<file path="src/rtl/hv_timing_meter.sv">
// Video raster timing meter: measures line/frame geometry from HBLK/VBLK/HSYN/VSYN
// and publishes a 6-tuple once per frame, with change, lock and no-signal flags.
module hv_timing_meter #(
  parameter int HW = 10,
  parameter int VW = 10
) (
  input  logic          PCLK,
  input  logic          RESET_N,
  input  logic          HBLK,
  input  logic          VBLK,
  input  logic          HSYN,
  input  logic          VSYN,
  output logic [HW-1:0] HTOT,
  output logic [HW-1:0] HACT,
  output logic [HW-1:0] HSW,
  output logic [VW-1:0] VTOT,
  output logic [VW-1:0] VACT,
  output logic [VW-1:0] VSW,
  output logic          FRAME,
  output logic          CHG,
  output logic          LOCK,
  output logic          NOSIG
);

  localparam logic [HW-1:0] H_MAX = '1;
  localparam logic [VW-1:0] V_MAX = '1;

  typedef enum logic [1:0] {IDLE, ARMED, MEAS, LOCKED} state_t;

  state_t        state_q;
  logic          hs_prev_q, vs_prev_q, vs_prev_d;
  logic [HW-1:0] hlen_q, hact_q, hsw_q, hlen_d, hact_d, hsw_d;
  logic [VW-1:0] vlen_q, vact_q, vsw_q, vlen_d, vact_d, vsw_d;
  logic [HW-1:0] htot_q, hact_o_q, hsw_o_q;
  logic [VW-1:0] vtot_q, vact_o_q, vsw_o_q;
  logic          frame_q, chg_q, lock_q, nosig_q, pub_q;
  logic          hs_fall, vs_fall, same_tuple, sat_hit;
  logic          h_act, h_syn, v_act, v_syn;

  function automatic logic [HW-1:0] h_acc(input logic [HW-1:0] v, input logic t);
    return (t && (v != H_MAX)) ? v + HW'(1) : v;
  endfunction

  function automatic logic [VW-1:0] v_acc(input logic [VW-1:0] v, input logic t);
    return (t && (v != V_MAX)) ? v + VW'(1) : v;
  endfunction

  always_comb begin
    h_act   = ~HBLK;
    h_syn   = ~HSYN;
    v_act   = ~VBLK;
    v_syn   = ~VSYN;
    hs_fall = hs_prev_q & h_syn;
    vs_fall = hs_fall & vs_prev_q & v_syn;
    hlen_d  = hs_fall ? HW'(1)     : h_acc(hlen_q, 1'b1);
    hact_d  = hs_fall ? HW'(h_act) : h_acc(hact_q, h_act);
    hsw_d   = hs_fall ? HW'(h_syn) : h_acc(hsw_q, h_syn);
    vs_prev_d = vs_prev_q;
    vlen_d  = vlen_q;
    vact_d  = vact_q;
    vsw_d   = vsw_q;
    // Vertical counters advance only on line boundaries, so sub-line VSYN glitches are invisible.
    if (hs_fall) begin
      vs_prev_d = VSYN;
      vlen_d    = vs_fall ? VW'(1)     : v_acc(vlen_q, 1'b1);
      vact_d    = vs_fall ? VW'(v_act) : v_acc(vact_q, v_act);
      vsw_d     = vs_fall ? VW'(v_syn) : v_acc(vsw_q, v_syn);
    end
    same_tuple = ({hlen_q, hact_q, hsw_q, vlen_q, vact_q, vsw_q} ==
                  {htot_q, hact_o_q, hsw_o_q, vtot_q, vact_o_q, vsw_o_q});
    sat_hit = (hlen_d == H_MAX) || (vlen_d == V_MAX);
  end

  always_ff @(posedge PCLK or negedge RESET_N) begin
    if (!RESET_N) begin
      state_q   <= IDLE;
      hs_prev_q <= 1'b1;
      vs_prev_q <= 1'b1;
      hlen_q    <= '0;
      hact_q    <= '0;
      hsw_q     <= '0;
      vlen_q    <= '0;
      vact_q    <= '0;
      vsw_q     <= '0;
      htot_q    <= '0;
      hact_o_q  <= '0;
      hsw_o_q   <= '0;
      vtot_q    <= '0;
      vact_o_q  <= '0;
      vsw_o_q   <= '0;
      frame_q   <= 1'b0;
      chg_q     <= 1'b0;
      lock_q    <= 1'b0;
      nosig_q   <= 1'b0;
      pub_q     <= 1'b0;
    end else begin
      hs_prev_q <= HSYN;
      vs_prev_q <= vs_prev_d;
      hlen_q    <= hlen_d;
      hact_q    <= hact_d;
      hsw_q     <= hsw_d;
      vlen_q    <= vlen_d;
      vact_q    <= vact_d;
      vsw_q     <= vsw_d;
      frame_q   <= 1'b0;
      chg_q     <= 1'b0;
      if (sat_hit) begin
        state_q <= IDLE;
        lock_q  <= 1'b0;
        nosig_q <= 1'b1;
      end else if (vs_fall) begin
        case (state_q)
          IDLE: state_q <= ARMED;
          default: begin
            // Counters still hold the frame that just ended; they reload this same edge.
            htot_q   <= hlen_q;
            hact_o_q <= hact_q;
            hsw_o_q  <= hsw_q;
            vtot_q   <= vlen_q;
            vact_o_q <= vact_q;
            vsw_o_q  <= vsw_q;
            frame_q  <= 1'b1;
            chg_q    <= !same_tuple || !pub_q;
            pub_q    <= 1'b1;
            nosig_q  <= 1'b0;
            if (state_q != ARMED && same_tuple) begin
              state_q <= LOCKED;
              lock_q  <= 1'b1;
            end else begin
              state_q <= MEAS;
              lock_q  <= 1'b0;
            end
          end
        endcase
      end
    end
  end

  assign HTOT  = htot_q;
  assign HACT  = hact_o_q;
  assign HSW   = hsw_o_q;
  assign VTOT  = vtot_q;
  assign VACT  = vact_o_q;
  assign VSW   = vsw_o_q;
  assign FRAME = frame_q;
  assign CHG   = chg_q;
  assign LOCK  = lock_q;
  assign NOSIG = nosig_q;

endmodule

</file>
<file path="config.mk">
export PLATFORM = sky130hd
export DESIGN_NAME = hv_timing_meter
export DESIGN_NICKNAME = d
export VERILOG_FILES = /design/src/rtl/hv_timing_meter.sv
export SDC_FILE = /design/constraint.sdc
export NUM_CORES = 1
export LEC_CHECK = 0
export CORE_MARGIN = 2
export CORE_UTILIZATION = 25
export DETAILED_ROUTE_END_ITERATION = 8
export PLACE_DENSITY_LB_ADDON = 0.05
export SLEW_MARGIN = 30
export SYNTH_ARGS = -nofsm -noshare
export SYNTH_HDL_FRONTEND = slang
export SYNTH_SLANG_ARGS = --single-unit
</file>
<file path="constraint.sdc">
create_clock -name PCLK -period 3 [get_ports PCLK]
set_clock_uncertainty 0.2 [all_clocks]
set_input_delay 0.45 -clock PCLK [delete_from_list [all_inputs] [get_ports PCLK]]
set_output_delay 0.45 -clock PCLK [all_outputs]
set_load 0.03 [all_outputs]
</file>
---- Yosys cells after proc, flatten, opt, wreduce, memory -nomap -nowiden ----
Cells that the tools add are included.
operators by class
  $add $sub $neg .......................... 6
  bitwise operators ....................... 9
  multiplexer cells ....................... 30
  $lt $le $gt $ge ......................... 0
  divide/modulo/power cells ............... 0
  $mul .................................... 0
  reductions and logical operators ........ 19
  shift operators ......................... 0
  equality and inequality tests ........... 11
operator list
  operator               number
  $mux 10                13
  $add 10x1->10 const B  6
  $eq 60x60->1           1
  $ne 10x10->1 const B   6
  $eq 10x10->1 const B   2
  $mux 1                 14
  $reduce_bool 2->1      5
  $mux 2                 3
  $not 1->1              6
  $reduce_and 2->1       3
  $logic_and 1x1->1      5
  $and 1x1->1            3
  $reduce_and 3->1       1
  $logic_not 1->1        2
  $logic_not 2->1        1
  $logic_or 1x1->1       2
  $ne 2x1->1 const B     1
  $ne 2x2->1 const B     1
word-level totals
  memories kept ........................... 0
  input port bits ......................... 6
  latch bits .............................. 0
  ROM bits ................................ 0
  RAM bits ................................ 0
  register bits after elaboration ......... 129

---- Depth between registers and ports, before layout ----
  depth after elaboration ................. 10
  mapped depth ............................ 9
  depth with buffers taken out ............ 7

---- Least setup slack after synthesis ----
OpenSTA, ideal clock, no wires.
  path type ............................... reg2reg
  start ................................... reg vlen_q[1]
  end ..................................... reg lock_q, in the netlist LOCK
  stages on the path, launching flop included .. 9
  arrival ................................. 1.972 ns
  required time ........................... 2.667 ns
  path slack .............................. 0.696 ns
  cells stage by stage .................... dfrtp_1 ha_1 and4_1 buf_6 a31oi_4 nand4_1 xor2_1 o41ai_4 o21ai_1
between the ends
  word-level cells in the longest chain between the ends .. 8
  elaborated cells between the ends (all ways) .. 16
  those cells by class .................... 1 x add/sub; 4 x eq/ne; 7 x mux; 4 x reduce/logical
ends and longest elaborated chain
  element                                                           RTL line  source
  from (decl)                                                       33        logic [VW-1:0] vlen_q, vact_q, vsw_q, vlen_d, vact_d, vsw_d;
  from (signal assigned)                                            102       vlen_q <= vlen_d;
  $add 10x1->10 / $ne 10x10->1 (equally long branches)              45        return (t && (v != V_MAX)) ? v + VW'(1) : v;
  $mux 10                                                           45
  $mux 10                                                           65        vlen_d = vs_fall ? VW'(1) : v_acc(vlen_q, 1'b1);
  $mux 10                                                           63        if (hs_fall) begin
  $eq 10x10->1                                                      71        sat_hit = (hlen_d == H_MAX) || (vlen_d == V_MAX);
  $logic_or 1x1->1                                                  71
  $ne 2x2->1 (no line) / $reduce_bool 2->1 (equally long branches)  n/a
  $reduce_and 2->1 (no line)                                        n/a
  to (signal assigned)                                              93        lock_q <= 1'b0;
  to (signal assigned)                                              109       lock_q <= 1'b0;
  to (signal assigned)                                              128       lock_q <= 1'b1;
  to (decl)                                                         36        logic frame_q, chg_q, lock_q, nosig_q, pub_q;
Several ways; a longest one is shown, not always the timed one. The select of a mux whose other input is x is not followed.
A chain may end at the register's enable or synchronous reset.

---- Final worst setup path ----
  start ................................... reg hlen_q[0]
  end ..................................... reg lock_q, in the netlist LOCK
between the ends
  word-level cells in the longest chain between the ends .. 7
  elaborated cells between the ends (all ways) .. 15
  those cells by class .................... 1 x add/sub; 4 x eq/ne; 6 x mux; 4 x reduce/logical
ends and longest elaborated chain
  element                                                           RTL line  source
  from (decl)                                                       32        logic [HW-1:0] hlen_q, hact_q, hsw_q, hlen_d, hact_d, hsw_d;
  from (signal assigned)                                            99        hlen_q <= hlen_d;
  $add 10x1->10 / $ne 10x10->1 (equally long branches)              41        return (t && (v != H_MAX)) ? v + HW'(1) : v;
  $mux 10                                                           41
  $mux 10                                                           55        hlen_d = hs_fall ? HW'(1) : h_acc(hlen_q, 1'b1);
  $eq 10x10->1                                                      71
  $logic_or 1x1->1                                                  71
  $ne 2x2->1 (no line) / $reduce_bool 2->1 (equally long branches)  n/a
  $reduce_and 2->1 (no line)                                        n/a
Several ways; a longest one is shown, not always the timed one. The select of a mux whose other input is x is not followed.

==> out/metrics.csv <==
metric,value,unit
Post-CTS Resized,0,
crit share post-route,93.6,%
ys flop type,dfrtp_1,
PnR Total Power,6.54,mW
GRT met2 Usage,24.1,%
PwrDens,779,nW/um2
Area Overhead vs Synth,28.3,%
crit path time final,2810,ps
cell row count,59,
Worst-path clk slew,60,ps
final worst slack,191,ps
critical path class,reg -> reg,
Final GP Congestion,0.815,
CTS tree,done,
critical path capture point type,flop,
top-count cell post-synth,nand2_1,
CTS Buf Count,17,
Slew @ Worst Pin,540,ps
Post-synth top cells,"201 x nand2_1, 127 x dfrtp_1, 82 x xor2_1",
Sum Neg Setup Slack,0,ps
"area leader, netlist",dfrtp_1,
startpoint type of the worst setup path,flop,
"FF+latch count, synth",129,
total track usage,15.1,%
number of synthesized flops with an enable pin,0,
Sinks on Clock Net,129,
status,"complete, no violations",
Die Wd,166,um
Synth async-reset ratio,100,%
final setup vio count,0,
post-DR wirelength/cell,17.8,um
final wirelength,20200,um
DP Area,7750,um2
vias in the first global route,5265,
Overflow after GRT,0,
core area,25900,um2
Longest Clk Path Bufs,2,
die area,27500,um2
n_diodes,0,
RSZ-0062 raised after global routing,no,
most crowded layer after global routing,met2,
Post-Syn Area,6550,um2
Max H-tree Level,4,
routed vias/inst,4.58,
hold slack final,250,ps
Slew headroom,64.0,%
LEAKAGE,4.17,nW
design area,8400,um2
postcts setup bufs,0,
layout cells sized above 1,9.99,%
share of the synthesized area in the top cell type,48.5,%
GR Util met3,3.34,%
Hold Fails Final Rpt,0,
hold crit path type,reg -> reg,
sequential share of the synthesized area,49.4,%
initial antenna violation count,0,
hold buffer count at CTS,1,
drt pass-1 iters,4,
largest net degree at the start of global routing,70,
worst-path fanout max,9,
clock latency on the worst-skew pair,420,ps
Worst EP arrival,2900,ps
Routed Antenna Nets,0,
"Req. time, crit path",3100,ps
DRC violations left,0,
initial core utilization,25.3,%
Final nets,801,
I/O Pins,70,
global-route wire length before repair,31900,um
Die Span Y,166,um
Post-Place Worst Slack,55.3,ps
Synth warnings,0,
max_cap viols,0,
vias,5198,
Layout fillers,2650,
DRT iter0 DRCs,335,
Gate Count Post-Synth,712,
global routing usage on met1,20.5,%
Slew Limit Fails,0,
Root Driver,clkbuf_16,
syn avg cell area,9.19,um2
Max rail drop VDD,0.320,mV
Synth Net Count,724,
fmax,0.356,GHz
Synth cell types,54,
leading post-synthesis cells by cell area,"dfrtp_1 49%, nand2_1 12%, xor2_1 11%",
Final HPWL DP,14600,um
IO buf count,69,
==> stage by stage <==
| stage | util (%) | cells |
|---|---|---|
| 3_5_place_dp | 29.9 | 1104 |
| 3_3_place_gp | 29.9 | 1104 |
| 2_1_floorplan | - | 712 |
| 4_1_cts | 32.4 | 1136 |
| 5_1_grt | 32.4 | 1136 |
| 6_report | 32.4 | 1136 |
==> critical path, stage by stage, from the launching register on <==
cell	delay (ps)
dfrtp_1	530
ha_1	370
and3_1	370
o21ai_0	240
nor4_1	390
nand4_1	310
o41ai_4	150
o21ai_1	110
==> area by class of cell <==
| class | instances | area [um2] | share of cell area, % |
|---|---|---|---|
| sequential | 129 | 3230 | 38.5 |
| multi-input combinational | 529 | 3080 | 36.7 |
| timing repair buffer | 104 | 995 | 11.8 |
| clock buffer | 21 | 460 | 5.48 |
| tap | 335 | 419 | 4.99 |
| clock inverter | 10 | 183 | 2.17 |
| inverter | 8 | 30.0 | 0.357 |
==> cells in the final DEF (no fill, tap or decap), types with 3 or more instances in the layout <==
cell	synthesis	layout
nor3_1	5	5
inv_1	7	7
xnor2_1	12	12
o21ai_0	17	17
and3_1	8	8
xor2_1	82	82
or3_1	4	4
buf_12	0	3
nor2b_1	5	4
nand3_1	25	25
nor2_1	48	48
a31oi_1	9	9
and4_1	9	9
nor4_1	18	18
clkdlybuf4s50_1	0	68
ha_1	6	6
clkinvlp_4	0	3
and2_1	9	9
mux2i_1	7	7
a21o_1	3	3
dfrtp_1	127	127
clkbuf_16	0	17
nand4_1	15	15
bufinv_16	0	5
buf_4	0	31
nand2_1	201	201
a21oi_1	14	14
==> path summary, 6_finish.rpt <==
| path | start | end | slack (ps) | cells after the start |
|---|---|---|---|---|
| max in group asynchronous | RESET_N | hsw_q[6]$_DFFE_PN0P_ | 1510 | 3 |
| min in group asynchronous | RESET_N | VTOT[0]$_DFFE_PN0P_ | 360 | 2 |
| min | pub_q$_DFFE_PN0P_ | CHG$_DFF_PN0_ | 250 | 1 |
| max | hlen_q[0]$_DFF_PN0_ | LOCK$_DFFE_PN0P_ | 190 | 7 |
| max reg2reg | hlen_q[0]$_DFF_PN0_ | LOCK$_DFFE_PN0P_ | 190 | 7 |
| min reg2reg | pub_q$_DFFE_PN0P_ | CHG$_DFF_PN0_ | 250 | 1 |
==> sequential cells by signal, indices dropped and copies added (netlist names), 2 cells and up <==
name,cells
VTOT,10
HSW,10
vsw_q,10
vlen_q,10
hsw_q,10
VACT,10
hlen_q,10
hact_q,10
vact_q,10
state_q,2
VSW,10
HTOT,10
HACT,10
==> kinds of logic after synthesis <==
family                     after synthesis  share of synthesized area (%)
AOI/OAI and AO/OA                       66                           7.28
xor gates and xnor gates                94                           12.6
adders and majority gates                6                           1.15
buffers and inverters                   54                           3.75
DFF                                    129                           49.4
muxes                                    8                           1.24
and+or+nand+nor                        355                           24.7
==> report_power, final <==
group          leakage, nW  switching [mW]  internal (mW)
logic                 2.12            1.03          0.733
registers             1.74           0.429           2.04
clock network        0.305           0.801           1.51
total                 4.17            2.26           4.28
==> layer usage <==
| layer | wire length [um] | part of all wire (%) |
|---|---|---|
| met5 | 0 | 0 |
| met4 | 324 | 1.6 |
| met3 | 608 | 3.0 |
| met2 | 9520 | 47 |
| met1 | 9740 | 48 |
No activity file was read; power rests on OpenSTA's default activity.
